File: config.mk
export PLATFORM = sky130hd
export DESIGN_NAME = alu_issue_buf
export DESIGN_NICKNAME = d
export VERILOG_FILES = /design/src/rtl/alu_issue_buf.sv
export SDC_FILE = /design/constraint.sdc
export NUM_CORES = 1
export LEC_CHECK = 0
export ABC_AREA = 1
export BUFFER_PORTS_ARGS = -buffer_cell sky130_fd_sc_hd__buf_2
export CORE_MARGIN = 5
export CORE_UTILIZATION = 58
export DETAILED_ROUTE_END_ITERATION = 10
export GPL_ROUTABILITY_DRIVEN = 0
export PLACE_DENSITY = 0.85
export SYNTH_ARGS = -nofsm -noshare
export SYNTH_HDL_FRONTEND = slang
export SYNTH_SLANG_ARGS = --single-unit
File: constraint.sdc
create_clock -name clk -period 4.37 [get_ports clk]
set_clock_uncertainty 0.1 [all_clocks]
set_input_delay 0.437 -clock clk [delete_from_list [all_inputs] [get_ports clk]]
set_output_delay 0.437 -clock clk [all_outputs]
set_load 0.01 [all_outputs]
File: src/rtl/alu_issue_buf.sv
// Two-entry issue buffer between decode and the ALU stage: a main entry
// driving out_* plus a skid entry, keeping in_ready independent of out_ready.
module alu_issue_buf #(
  parameter int DW  = 32,
  parameter int OPW = 3,
  parameter int WRW = 5
) (
  input  logic           clk,
  input  logic           rst_n,
  input  logic           in_valid,
  output logic           in_ready,
  input  logic [DW-1:0]  in_a,
  input  logic [DW-1:0]  in_b,
  input  logic [OPW-1:0] in_op,
  input  logic [WRW-1:0] in_wreg,
  input  logic           flush,
  output logic           out_valid,
  input  logic           out_ready,
  output logic [DW-1:0]  out_a,
  output logic [DW-1:0]  out_b,
  output logic [OPW-1:0] out_op,
  output logic [WRW-1:0] out_wreg,
  output logic           out_illegal,
  output logic [15:0]    issue_cnt
);

  typedef enum logic [1:0] {
    EMPTY = 2'd0,
    ONE   = 2'd1,
    TWO   = 2'd2
  } state_t;

  state_t         state_r, state_n_s;
  logic           in_ready_r, out_valid_r;
  logic [DW-1:0]  main_a_r, main_b_r, skid_a_r, skid_b_r;
  logic [OPW-1:0] main_op_r, skid_op_r;
  logic [WRW-1:0] main_wreg_r, skid_wreg_r;
  logic [15:0]    issue_cnt_r;
  logic           in_fire_s, out_fire_s;
  logic           load_main_in_s, load_main_skid_s, load_skid_s;

  // Legal op-codes are 000, 001, 010, 011, 110 and 111; anything else is flagged.
  function automatic logic op_illegal(input logic [OPW-1:0] op);
    logic ill;
    case (op)
      OPW'(3'd0), OPW'(3'd1), OPW'(3'd2),
      OPW'(3'd3), OPW'(3'd6), OPW'(3'd7): ill = 1'b0;
      default:                            ill = 1'b1;
    endcase
    return ill;
  endfunction

  assign in_fire_s  = in_valid & in_ready_r;
  assign out_fire_s = out_valid_r & out_ready;

  // Next-state and entry-load decode; flush wins over both handshakes.
  always_comb begin
    state_n_s        = state_r;
    load_main_in_s   = 1'b0;
    load_main_skid_s = 1'b0;
    load_skid_s      = 1'b0;
    if (flush) begin
      state_n_s = EMPTY;
    end else begin
      case (state_r)
        EMPTY: begin
          if (in_fire_s) begin
            load_main_in_s = 1'b1;
            state_n_s      = ONE;
          end else begin
            state_n_s = EMPTY;
          end
        end
        ONE: begin
          if (in_fire_s && out_fire_s) begin
            load_main_in_s = 1'b1;
            state_n_s      = ONE;
          end else if (in_fire_s) begin
            load_skid_s = 1'b1;
            state_n_s   = TWO;
          end else if (out_fire_s) begin
            state_n_s = EMPTY;
          end else begin
            state_n_s = ONE;
          end
        end
        TWO: begin
          if (out_fire_s) begin
            load_main_skid_s = 1'b1;
            state_n_s        = ONE;
          end else begin
            state_n_s = TWO;
          end
        end
        default: begin
          state_n_s = EMPTY;
        end
      endcase
    end
  end

  // State register with the handshake flags registered from the next state.
  always_ff @(posedge clk or negedge rst_n) begin
    if (!rst_n) begin
      state_r     <= EMPTY;
      out_valid_r <= 1'b0;
      in_ready_r  <= 1'b1;
    end else begin
      state_r     <= state_n_s;
      out_valid_r <= (state_n_s != EMPTY);
      in_ready_r  <= (state_n_s != TWO);
    end
  end

  // Main entry: refilled from the input or promoted from skid.
  always_ff @(posedge clk or negedge rst_n) begin
    if (!rst_n) begin
      main_a_r    <= {DW{1'b0}};
      main_b_r    <= {DW{1'b0}};
      main_op_r   <= {OPW{1'b0}};
      main_wreg_r <= {WRW{1'b0}};
    end else if (load_main_in_s) begin
      main_a_r    <= in_a;
      main_b_r    <= in_b;
      main_op_r   <= in_op;
      main_wreg_r <= in_wreg;
    end else if (load_main_skid_s) begin
      main_a_r    <= skid_a_r;
      main_b_r    <= skid_b_r;
      main_op_r   <= skid_op_r;
      main_wreg_r <= skid_wreg_r;
    end
  end

  // Skid entry: catches the second operation while main is stalled.
  always_ff @(posedge clk or negedge rst_n) begin
    if (!rst_n) begin
      skid_a_r    <= {DW{1'b0}};
      skid_b_r    <= {DW{1'b0}};
      skid_op_r   <= {OPW{1'b0}};
      skid_wreg_r <= {WRW{1'b0}};
    end else if (load_skid_s) begin
      skid_a_r    <= in_a;
      skid_b_r    <= in_b;
      skid_op_r   <= in_op;
      skid_wreg_r <= in_wreg;
    end
  end

  // Delivered-operation counter; a delivery in a flush cycle still counts.
  always_ff @(posedge clk or negedge rst_n) begin
    if (!rst_n) begin
      issue_cnt_r <= 16'd0;
    end else if (out_fire_s) begin
      issue_cnt_r <= issue_cnt_r + 16'd1;
    end
  end

  assign in_ready    = in_ready_r;
  assign out_valid   = out_valid_r;
  assign out_a       = main_a_r;
  assign out_b       = main_b_r;
  assign out_op      = main_op_r;
  assign out_wreg    = main_wreg_r;
  assign out_illegal = out_valid_r & op_illegal(main_op_r);
  assign issue_cnt   = issue_cnt_r;

endmodule
* Yosys cells after proc, flatten, opt, wreduce, memory -nomap -nowiden
Index checks and enable logic that the tools add are counted.
** Word-level totals
- Bits in registers :: 164
- Bits of input ports :: 77
- Output and inout port bits :: 91
- Word-level logic and storage cells :: 56
** Cells by class
- $add $sub $neg :: 1
- Eq/ne operators :: 8
- Multiplexer cells :: 26
- Bitwise gates (word level) :: 3
- Reductions and logical operators :: 6
** Operators by type and width (number)
- 32-bit 2-to-1 mux :: 4
- 16-bit by 1-bit adder with 16-bit output (second input constant) :: 1
- 1-bit 2-to-1 mux :: 12
- 5-bit 2-to-1 mux :: 2
- 2-bit 2-to-1 mux :: 4
- 3-bit by 2-bit equality test with 1-bit output (second input constant) :: 2
- 3-bit equality test (second input constant) :: 2
- 3-bit 2-to-1 mux :: 2
- 2-bit case mux with 3 select lines :: 1
- 6-bit OR reduction :: 1
- 2-bit nonzero test :: 2
- 1-bit bitwise AND :: 3
- 3-bit by 1-bit equality test with 1-bit output (second input constant) :: 1
- 3-bit zero test :: 1
- 2-bit by 1-bit equality test with 1-bit output (second input constant) :: 1
- 2-bit equality test (second input constant) :: 1
- 2-bit zero test :: 1
- 2-bit inequality test (second input constant) :: 1
- 1-bit case mux with 2 select lines :: 1
- 1-bit logical AND :: 1

* Depth between registers and ports, before layout
Gate-level depths: netlist of the first run.
- Depth after elaboration :: 7
- Mapped depth :: 9

* Least setup slack after synthesis of the first run
No wires, ideal clock.
- Kind :: flip-flop to flip-flop
- Start point :: reg in_ready_r (netlist: in_ready)
- End point :: reg main_op_r[1] (netlist: out_op[1])
- Setup time :: 0.125 ns
- Arrival time :: 1.419 ns
- Required time :: 4.145 ns
- Slack :: 2.726 ns
- Stages on the path, launching flop included :: 10
- Path through :: dfstp_2 nand2_1 inv_2 ha_1 nand3_1 nand2_2 nand2_2 buf_2 nand3_1 nand3_1
** Between the ends
- Cells in the longest elaborated chain, start to end :: 6
** RTL lines
- from (decl) :: RTL line 34 : logic in_ready_r, out_valid_r;
- from (signal assigned) :: RTL line 111 : in_ready_r <= (state_n_s != TWO);
- 1-bit bitwise AND * :: RTL line 53 : assign in_fire_s = in_valid & in_ready_r;
- 1-bit logical AND :: RTL line 75 : if (in_fire_s && out_fire_s) begin
- 1-bit 2-to-1 mux :: RTL line 75
- 1-bit case mux with 2 select lines * :: RTL line 65 : case (state_r)
- 1-bit 2-to-1 mux * :: RTL line 62 : if (flush) begin
- 3-bit 2-to-1 mux / 2-bit nonzero test (equally long branches)
- to (signal assigned) :: RTL line 120 : main_op_r <= {OPW{1'b0}};
- to (signal assigned) :: RTL line 125 : main_op_r <= in_op;
- to (signal assigned) :: RTL line 130 : main_op_r <= skid_op_r;
- to (decl) :: RTL line 36 : logic [OPW-1:0] main_op_r, skid_op_r;
Every way passes the cells marked *; elsewhere a longest branch is shown, timed or not.
A chain may end at the register's enable or synchronous reset.

* Worst setup path in the final report of the first run
- Start point :: reg out_valid_r (netlist: out_valid)
- End point :: reg main_a_r[11] (netlist: out_a[11])
** Between the ends
- Cells in the longest elaborated chain, start to end :: 6
** RTL lines
- from (decl) :: RTL line 34
- from (signal assigned) :: RTL line 110 : out_valid_r <= (state_n_s != EMPTY);
- 1-bit bitwise AND * :: RTL line 54 : assign out_fire_s = out_valid_r & out_ready;
- named net out_fire_s :: RTL line 39 : logic in_fire_s, out_fire_s;
- 1-bit logical AND :: RTL line 75
- 1-bit 2-to-1 mux :: RTL line 75
- 1-bit case mux with 2 select lines :: RTL line 65
- 1-bit 2-to-1 mux :: RTL line 62
- 32-bit 2-to-1 mux / 2-bit nonzero test (equally long branches)
- to (signal assigned) :: RTL line 118 : main_a_r <= {DW{1'b0}};
- to (signal assigned) :: RTL line 123 : main_a_r <= in_a;
- to (signal assigned) :: RTL line 128 : main_a_r <= skid_a_r;
- to (decl) :: RTL line 35 : logic [DW-1:0] main_a_r, main_b_r, skid_a_r, skid_b_r;
The timed path passes the listed nets; every way through them passes the cells marked *.

==> qor_table.md, run 1 <==
| Metric | This run | Unit |
|:---|:---|:---|
| Clock transition at the registers of the reported paths | 0.06 | ns |
| Count of buffering cells on the critical path with inverters included | 2 | - |
| Transition time at the pin with the least slew margin | 0.966 | ns |
| Total number of placement rows | 40 | - |
| Most used DFF post-synth | sky130_fd_sc_hd__dfrtp_1 | - |
| Commonest non-fill, non-tap cells in the layout | sky130_fd_sc_hd__nand3_1 (293), sky130_fd_sc_hd__nand2_1 (251), sky130_fd_sc_hd__buf_2 (166) | - |
| Share of the clock period used by the worst path | 55.0 | % |
| Flip-flop and latch count after synthesis | 164 | - |
| Post-cts repair resize count | 0 | - |
| Delay contributed by the slowest stage of the critical path | 0.51 | ns |
| Period minus WS final | 2.40 | ns |
| Startpoint kind of the worst setup timing path | flop | - |
| Remaining global-route overflow | 0 | - |
| Vias after detailed routing | 6,633 | - |
| Sequential share of the synthesized area | 56.9 | % |
| Switch share | 31.0 | % |
| Highest achievable clock rate | 0.416 | GHz |
| Drt first-iter violations | 865 | - |
| Post-synthesis area per instance | 8.70 | um^2 |
| Routed WL per cell | 16.6 | um |
| Leading cell type in the layout, fill and taps excluded | sky130_fd_sc_hd__nand3_1 | - |
| Number of design rule violations left after detail routing | 0 | - |
| Setup Slack @ Placement | 1.94 | ns |
| Slew HR | 35.6 | % |
| Fin. Hold Viols | 0 | - |
| Cell leakage power | 0.00452 | uW |
| Longest Clk Path Bufs | 2 | - |
| Yosys warning count | 0 | - |
| Clk root buf | sky130_fd_sc_hd__clkbuf_16 | - |
| Final TNS setup | 0 | ns |
| Pwr/cell area | 549 | nW/um^2 |
| Total standard cell area after synthesis | 7220 | um^2 |
| P_sw | 1470 | uW |
| Starting density of the core | 59.6 | % |
| Remaining number of nets flagged by the antenna check after routing | 0 | - |
| Count of hold buffers inserted by post-cts repair | 0 | - |
| CP top delay family | simple AND/OR/NAND/NOR gates | - |
| WHS | 0.0296 | ns |
| Floorplan core area | 12,100 | um^2 |
| Highest fanout seen on the critical path | 31 | - |
| Part of the power in the clock network | 31.5 | % |
| Overall routed net length | 19,000 | um |
| TritonCTS clock tree | built | - |
| Start-to-end type of the worst setup path | reg -> reg | - |
| Height of the die | 122 | um |
| H-tree levels | 4 | - |
| GRT Total Usage | 26.2 | % |
| Post-CTS setup-driven buffer insertion count | 0 | - |
| Hold Path Class | in -> async | - |
| Worst skew pair latency | 0.42 | ns |
| CP required | 4.62 | ns |
| PnR worst setup slack | 1.97 | ns |
| Number of enable-type register cells in the synthesized netlist | 0 | - |
| Top-Level Pins | 168 | - |
| Nets@finish | 1,046 | - |
| DR pass1 iterations | 6 | - |
| Outcome | finished, final reports clean | - |
| Die boundary width | 122 | um |
| Syn_nets | 909 | - |
| WP data arrival | 2.66 | ns |
| Pin count of the biggest net entering global routing | 109 | - |
| Signed area change from the synthesized netlist to the final layout | 19.3 | % |
| Number of buffers created by CTS | 17 | - |
| Cells traversed along the worst timing path | nand2_2, inv_2, ha_1, nand3_1, nand2_2, nand2_2, buf_4, nand3_1, nand3_1 | - |
| Layout cell share with drive strength beyond 1 | 22.5 | % |
| Initial antenna violation count | 1 | - |
| Maximum ir drop on the vdd rail | 0.260 | mV |
| R2r startpoint | out_valid$_DFF_PN0_ | - |
| Logic pwr share | 20.9 | % |
| Detailed placer's ending HPWL | 11,400 | um |
| Share of async-settable or async-resettable flops after synthesis | 100 | % |
| Sequential share of power | 47.6 | % |
| Tot Pwr | 4730 | uW |
| Setup repair after global routing missed its margin | no | - |
| Max-capacitance violation count | 0 | - |
| Kind of end point of the critical path | flop | - |
| Number of buffers inserted by port buffering | 167 | - |
| Vias in the first global route | 6,051 | - |
| Count of distinct cell types in the synthesized netlist | 23 | - |
| Count of final max-slew check failures | 0 | - |
| Clock sink count | 164 | - |
| Worst setup path startpoint | out_valid$_DFF_PN0_ | - |
| Wire length of the first global-routing pass | 30,700 | um |
| Drt via density | 5.78 | - |
| Synthesized instance count | 830 | - |
| Design internal power | 3260 | uW |
| Total Die Area | 14,800 | um^2 |
| Final Setup Violations | 0 | - |
| Slowest stage cell, crit path | sky130_fd_sc_hd__nand2_2 | - |
-- final cells by class --
cell class | count | area (um^2)
Timing Repair Buffer | 177 | 917
Sequential cell | 164 | 4110
Clock buffer | 18 | 429
Inverter | 16 | 62.6
Clock inverter | 13 | 161
Antenna cell | 1 | 2.50
Multi-Input combinational cell | 591 | 2730
Fill cell | 961 | 3500
Tap cell | 168 | 210
-- metal layers --
layer	share of wire (%)	GRT usage [%]	up-vias	wire (um)
li1	-	-	3044	-
met1	40	36.5	3162	7620
met2	48	39.7	376	9060
met3	9.4	6.13	51	1790
met4	3.0	11.5	0	567
met5	0	0	-	0
-- cells in the mapped netlist (2+ instances only) --
cell,count,area [um^2]
sky130_fd_sc_hd__nand2_1,252,946
sky130_fd_sc_hd__nand2_2,4,25.0
sky130_fd_sc_hd__o21ai_0,2,10.0
sky130_fd_sc_hd__buf_2,31,155
sky130_fd_sc_hd__buf_6,7,78.8
sky130_fd_sc_hd__nor2_1,16,60.1
sky130_fd_sc_hd__ha_1,2,25.0
sky130_fd_sc_hd__nand4_1,6,37.5
sky130_fd_sc_hd__inv_2,2,7.51
sky130_fd_sc_hd__buf_4,8,60.1
sky130_fd_sc_hd__xnor2_1,6,52.6
sky130_fd_sc_hd__buf_1,5,18.8
sky130_fd_sc_hd__clkbuf_1,8,30.0
sky130_fd_sc_hd__dfrtp_1,163,4080
sky130_fd_sc_hd__nor3_1,3,15.0
sky130_fd_sc_hd__xor2_1,4,35.0
sky130_fd_sc_hd__inv_1,13,48.8
sky130_fd_sc_hd__nand3_1,293,1470
-- through the flow --
| step | area [um^2] | utilization [%] | instances |
|---|---|---|---|
| 2_1_floorplan | 7220 | - | 830 |
| 3_3_place_gp | 8020 | 66.2 | 1116 |
| 3_5_place_dp | 8020 | 66.2 | 1116 |
| 4_1_cts | 8610 | 71.1 | 1147 |
| 5_1_grt | 8610 | 71.1 | 1148 |
| 6_report | 8610 | 71.1 | 1148 |
-- final timing paths --
path / to / slack, ns / cells after the start
min in group clk: skid_b_r[10]$_DFFE_PN0P_ / 0.16 / 3
max in group asynchronous: skid_a_r[8]$_DFFE_PN0P_ / 3.12 / 2
min: issue_cnt[7]$_DFFE_PN0P_ / 0.03 / 1
max reg2reg: out_a[11]$_DFFE_PN0P_ / 1.97 / 9
max: out_a[11]$_DFFE_PN0P_ / 1.97 / 9
min reg2reg: skid_a_r[19]$_DFFE_PN0P_ / 0.37 / 2
-- cells by family (layout without fill, tap and decap cells) --
kind of cell	Yosys count	count (layout)	synth area share, %
AND/OR/NAND/NOR	576	576	35.7
other	0	1	0
XOR/XNOR	10	10	1.21
adder cells (fa/ha/maj)	2	2	0.347
buffers and inverters	75	224	5.62
AO/OA/AOI/OAI	3	3	0.243
flip-flops	164	164	56.9
-- registers in the layout, indices dropped and copies added (netlist names) --
signal,flops
in_ready,1
issue_cnt,16
out_a,32
out_b,32
out_op,3
out_valid,1
out_wreg,5
skid_a_r,32
skid_b_r,32
skid_op_r,3
skid_wreg_r,5
state_r,2
-- worst register-to-register path: cells and delay by family, from the launching register on --
family,cells,cell delay (ns)
buffers and inverters,2,0.51
flip-flops,1,0.44
AND/OR/NAND/NOR,6,1.09
adder cells (fa/ha/maj),1,0.20
-- power by group through the flow --
stage | clock network [uW] | registers, uW | logic [uW]
2_1_floorplan | 0 | 2300 | 497
6_report | 1490 | 2250 | 986
3_3_place_gp | 0 | 2250 | 946
3_5_place_dp | 0 | 2260 | 985
5_1_grt | 1570 | 2300 | 1110
4_1_cts | 1500 | 2240 | 998
Note: power is estimated with default switching activity, not from simulation.
==> run 2: changes to the inputs <==
- ABC_AREA: 1 -> 0
- CORE_UTILIZATION: 58 -> 48
- PLACE_DENSITY: 0.85 -> 0.76
- clock period: 4.37 -> 2 ns (I/O delays scaled with it)
==> run 2 against run 1 <==
Synthesized cell count fell by 42%. Count of clock-buffer cells in the layout increased by 6. Wire length decreased by 8.4%. Via count decreased by 23%. Synthesized area is 6.9% lower. Non-clock buffer count grew 91. First-iteration DRC count shrank 71%. Critical path type unchanged. Largest power group unchanged. Highest routed layer unchanged.
==> qor_table.md, run 2 <==
| Metric | This run | Unit | Change |
|:---|:---|:---|:---|
| Sequential share of power | 47.1 | % | was 47.6% |
| Wire length of the first global-routing pass | 27,800 | um | was 30,700 um |
| Total Die Area | 16,500 | um^2 | was 14,800 um^2 |
| Max-capacitance violation count | 0 | - | unchanged |
| Drt first-iter violations | 253 | - | was 865 |
| Number of enable-type register cells in the synthesized netlist | 0 | - | unchanged |
| WP data arrival | 2.19 | ns | was 2.66 ns |
| Highest fanout seen on the critical path | 6 | - | was 31 |
| Fin. Hold Viols | 0 | - | unchanged |
| Flip-flop and latch count after synthesis | 164 | - | unchanged |
| Switch share | 27.4 | % | was 31.0% |
| Vias in the first global route | 5,517 | - | was 6,051 |
| Register cell area after layout | 4110 | um^2 | unchanged |
| Logic pwr share | 22.0 | % | was 20.9% |
| Start-to-end type of the worst setup path | reg -> reg | - | unchanged |
| Die boundary width | 128 | um | was 122 um |
| Routed WL per cell | 18.7 | um | was 16.6 um |
| Remaining number of nets flagged by the antenna check after routing | 0 | - | unchanged |
| Nets@finish | 819 | - | was 1,046 |
| Global routing met3 resource utilization | 5.83 | % | was 6.13% |
| Height of the die | 128 | um | was 122 um |
| Kind of end point of the critical path | flop | - | unchanged |
| Design internal power | 7570 | uW | was 3260 uW |
| Count of distinct cell types in the synthesized netlist | 29 | - | was 23 |
| Post-synthesis area per instance | 14.0 | um^2 | was 8.70 um^2 |
| Detailed placer's ending HPWL | 10,700 | um | was 11,400 um |
| R2r startpoint | in_ready$_DFF_PN1_ | - | was out_valid$_DFF_PN0_ |
| Portion of synthesized cell area occupied by the leading cell type | 60.7 | % | was 56.5% |
| Initial antenna violation count | 0 | - | was 1 |
| Number of design rule violations left after detail routing | 0 | - | unchanged |
| Transition time at the pin with the least slew margin | 0.560 | ns | was 0.966 ns |
| Hold Path Class | in -> reg | - | was in -> async |
| Drt via density | 5.47 | - | was 5.78 |
| Terminating pin of the worst hold path | issue_cnt[2]$_DFFE_PN0P_ | - |  |
| Number of buffers created by CTS | 17 | - | unchanged |
| Clk root buf | sky130_fd_sc_hd__clkbuf_16 | - | unchanged |
| Most area-consuming cells after synthesis | sky130_fd_sc_hd__dfrtp_1 (61%), sky130_fd_sc_hd__mux2_2 (12%), sky130_fd_sc_hd__a22o_1 (9.4%), sky130_fd_sc_hd__a21o_1 (8.0%), sky130_fd_sc_hd__xnor2_1 (1.3%) | - | was sky130_fd_sc_hd__dfrtp_1 (57%), sky130_fd_sc_hd__nand3_1 (20%), sky130_fd_sc_hd__nand2_1 (13%), sky130_fd_sc_hd__buf_2 (2.1%), sky130_fd_sc_hd__buf_6 (1.1%) |
| Outcome | finished, final reports clean | - | unchanged |
| Number of buffers inserted by port buffering | 167 | - | unchanged |
| Maximum ir drop on the vdd rail | 0.642 | mV | was 0.260 mV |
| Highest achievable clock rate | 0.505 | GHz | was 0.416 GHz |
| Top-Level Pins | 168 | - | unchanged |
| Multi-input logic area | 2460 | um^2 | was 2730 um^2 |
| Yosys warning count | 0 | - | unchanged |
| Longest Clk Path Bufs | 2 | - | unchanged |
| Routing usage on met2 | 36.4 | % | was 39.7% |
| Layout cell share with drive strength beyond 1 | 40.9 | % | was 22.5% |
| Top-count cell post-synth | sky130_fd_sc_hd__dfrtp_1 | - | was sky130_fd_sc_hd__nand3_1 |
| Setup repair after global routing missed its margin | yes | - | was no |
| Leading cell type in the layout, fill and taps excluded | sky130_fd_sc_hd__buf_2 | - | was sky130_fd_sc_hd__nand3_1 |
| Top post-synthesis cells by count | sky130_fd_sc_hd__dfrtp_1 (163), sky130_fd_sc_hd__a21o_1 (72), sky130_fd_sc_hd__a22o_1 (72), sky130_fd_sc_hd__mux2_2 (72), sky130_fd_sc_hd__buf_2 (16) | - | was sky130_fd_sc_hd__nand3_1 (293), sky130_fd_sc_hd__nand2_1 (252), sky130_fd_sc_hd__dfrtp_1 (163) |
| Hold_sp | out_ready | - |  |
| Worst reg2reg path endpoint | out_b[2]$_DFFE_PN0P_ | - | was out_a[11]$_DFFE_PN0P_ |
| Setup slack, reg-to-reg | 0.02 | ns | was 1.97 ns |
| Most used DFF post-synth | sky130_fd_sc_hd__dfrtp_1 | - | unchanged |
| Pin count of the biggest net entering global routing | 58 | - | was 109 |
| Synthesized instance count | 481 | - | was 830 |
| Commonest non-fill, non-tap cells in the layout | sky130_fd_sc_hd__buf_2 (166), sky130_fd_sc_hd__dfrtp_1 (163), sky130_fd_sc_hd__dlygate4sd3_1 (74) | - | was sky130_fd_sc_hd__nand3_1 (293), sky130_fd_sc_hd__nand2_1 (251), sky130_fd_sc_hd__buf_2 (166) |
| Clock sink count | 164 | - | unchanged |
| Post-layout instance count excluding filler cells | 933 | - | was 1,148 |
| GRT Total Usage | 21.4 | % | was 26.2% |
| Remaining global-route overflow | 0 | - | unchanged |
| DR pass1 iterations | 5 | - | was 6 |
| Worst skew pair latency | 0.42 | ns | about the same |
| Starting density of the core | 48.6 | % | was 59.6% |
| Most heavily used metal layer in global routing | met2 | - | unchanged |
| Number of cells on the worst hold path | 3 | - |  |
| CP required | 2.21 | ns | was 4.62 ns |
| Syn_nets | 560 | - | was 909 |
| Share of the clock period used by the worst path | 99.0 | % | was 55.0% |
| Count of cells along the worst register-to-register path | 9 | - | unchanged |
| Largest area contributor in the synthesized netlist | sky130_fd_sc_hd__dfrtp_1 | - | unchanged |
| TritonCTS clock tree | built | - | unchanged |
| Floorplan core area | 13,800 | um^2 | was 12,100 um^2 |
| Signed area change from the synthesized netlist to the final layout | 39.7 | % | was 19.3% |
| P_sw | 2850 | uW | was 1470 uW |
| # placed instances | 819 | - | was 1,116 |
| Pwr/cell area | 1110 | nW/um^2 | was 549 nW/um^2 |
| Part of the power in the clock network | 30.9 | % | was 31.5% |
| Overall routed net length | 17,400 | um | was 19,000 um |
| Sequential share of the synthesized area | 61.1 | % | was 56.9% |
| Vias after detailed routing | 5,102 | - | was 6,633 |
| Met1 track demand over resource | 25.5 | % | was 36.5% |
| Layout filler cell count | 934 | - | was 961 |
| H-tree levels | 4 | - | unchanged |
| Clock transition at the registers of the reported paths | 0.06 | ns | about the same |
| Antenna Cells | 0 | - | was 1 |
| Slew HR | 62.7 | % | was 35.6% |
| Startpoint kind of the worst setup timing path | flop | - | unchanged |
| Share of async-settable or async-resettable flops after synthesis | 100 | % | unchanged |
| Cell leakage power | 0.00494 | uW | was 0.00452 uW |
| Total standard cell area after synthesis | 6720 | um^2 | was 7220 um^2 |
| Final Setup Violations | 0 | - | unchanged |
| Period minus WS final | 1.98 | ns | was 2.40 ns |
| Total number of placement rows | 43 | - | was 40 |
| Count of final max-slew check failures | 0 | - | unchanged |
| Final TNS setup | 0 | ns | unchanged |
==> run 2: changes by cell type after synthesis, sizes merged, moves of 8 or more <==
cell | before | now
nand2 | 256 | 12
nand3 | 293 | 7
mux2 | 0 | 72
nor2 | 17 | 9
inv | 16 | 5
buf | 51 | 23
a21o | 0 | 72
a22o | 0 | 72
==> run 2: per-layer routing <==
| layer | vias to the layer above | share of wire [%] |
|---|---|---|
| met1 | 2594 | 39 |
| li1 | 2296 | - |
| met5 | - | 0 |
| met4 | 0 | 2.6 |
| met3 | 36 | 6.9 |
| met2 | 176 | 51 |
==> run 2: final cells by class <==
| type | count | area share [%] |
|---|---|---|
| Sequential cell | 164 | 43.7 |
| Tap cell | 180 | 2.40 |
| Multi-Input combinational cell | 284 | 26.2 |
| Clock buffer | 24 | 5.24 |
| Inverter | 5 | 0.200 |
| Clock inverter | 8 | 1.05 |
| Timing Repair Buffer | 268 | 21.2 |
==> run 2: critical path: stages (launching register included) <==
cell,delay [ns]
sky130_fd_sc_hd__dfstp_2,0.55
sky130_fd_sc_hd__nand2_2,0.06
sky130_fd_sc_hd__inv_2,0.07
sky130_fd_sc_hd__ha_4,0.14
sky130_fd_sc_hd__nand2_4,0.05
sky130_fd_sc_hd__a211oi_4,0.23
sky130_fd_sc_hd__buf_6,0.19
sky130_fd_sc_hd__nor2_2,0.10
sky130_fd_sc_hd__clkbuf_16,0.20
sky130_fd_sc_hd__a21o_1,0.17
==> run 2: worst max-delay path by stage <==
stage	from	to	slack [ns]	cells after the start
2_1_floorplan	in_ready$_DFF_PN1_	out_a[0]$_DFFE_PN0P_	0.03	8
3_3_place_gp	in_ready$_DFF_PN1_	out_a[18]$_DFFE_PN0P_	0.04	8
3_5_place_dp	in_ready$_DFF_PN1_	out_a[12]$_DFFE_PN0P_	-0.07	8
4_1_cts	in_ready$_DFF_PN1_	out_a[12]$_DFFE_PN0P_	-0.003	9
5_1_grt	in_ready$_DFF_PN1_	out_a[5]$_DFFE_PN0P_	-0.02	9
6_report	in_ready$_DFF_PN1_	out_b[2]$_DFFE_PN0P_	0.02	9
==> run 2: cells by family after synthesis <==
group	count (synthesis)	share of synthesized area [%]
mux	72	12.1
xor+xnor	15	1.95
simple gates	42	3.22
flops	164	61.1
compound gates	152	18.3
buf+inv	34	2.98
fa+ha+maj	2	0.372
==> run 2: timing repair <==
action,CTS,global route
hold buffers,74,0
buffers inserted,1,0
cloned,0,7
gates resized for setup,3,6
endpoints found under the setup margin,72,72
hold endpoints to repair,189,0
pin swaps,4,13
==> run 2: metrics by stage <==
step / setup WS, ns / hold WS [ns] / power, uW / utilization, % / instance area (um^2)
6_report: 0.0201 / 0.0797 / 10400 / 67.9 / 9390
5_1_grt: -0.0249 / 0.102 / 11000 / 67.9 / 9390
4_1_cts: -0.00284 / 0.0571 / 10400 / 66.9 / 9240
3_5_place_dp: -0.0656 / 0.116 / 7060 / 57.1 / 7900
3_3_place_gp: 0.0388 / 0.111 / 6870 / 57.1 / 7900
2_1_floorplan: 0.0298 / -0.196 / 6060 / - / 6720
==> run 2: power groups by stage <==
| stage | Sequential [uW] | Combinational [uW] | Clock (uW) |
|---|---|---|---|
| 2_1_floorplan | 5000 | 1060 | 0 |
| 3_3_place_gp | 4860 | 2020 | 0 |
| 3_5_place_dp | 4930 | 2120 | 0 |
| 4_1_cts | 4890 | 2240 | 3290 |
| 5_1_grt | 5020 | 2500 | 3460 |
| 6_report | 4910 | 2290 | 3220 |
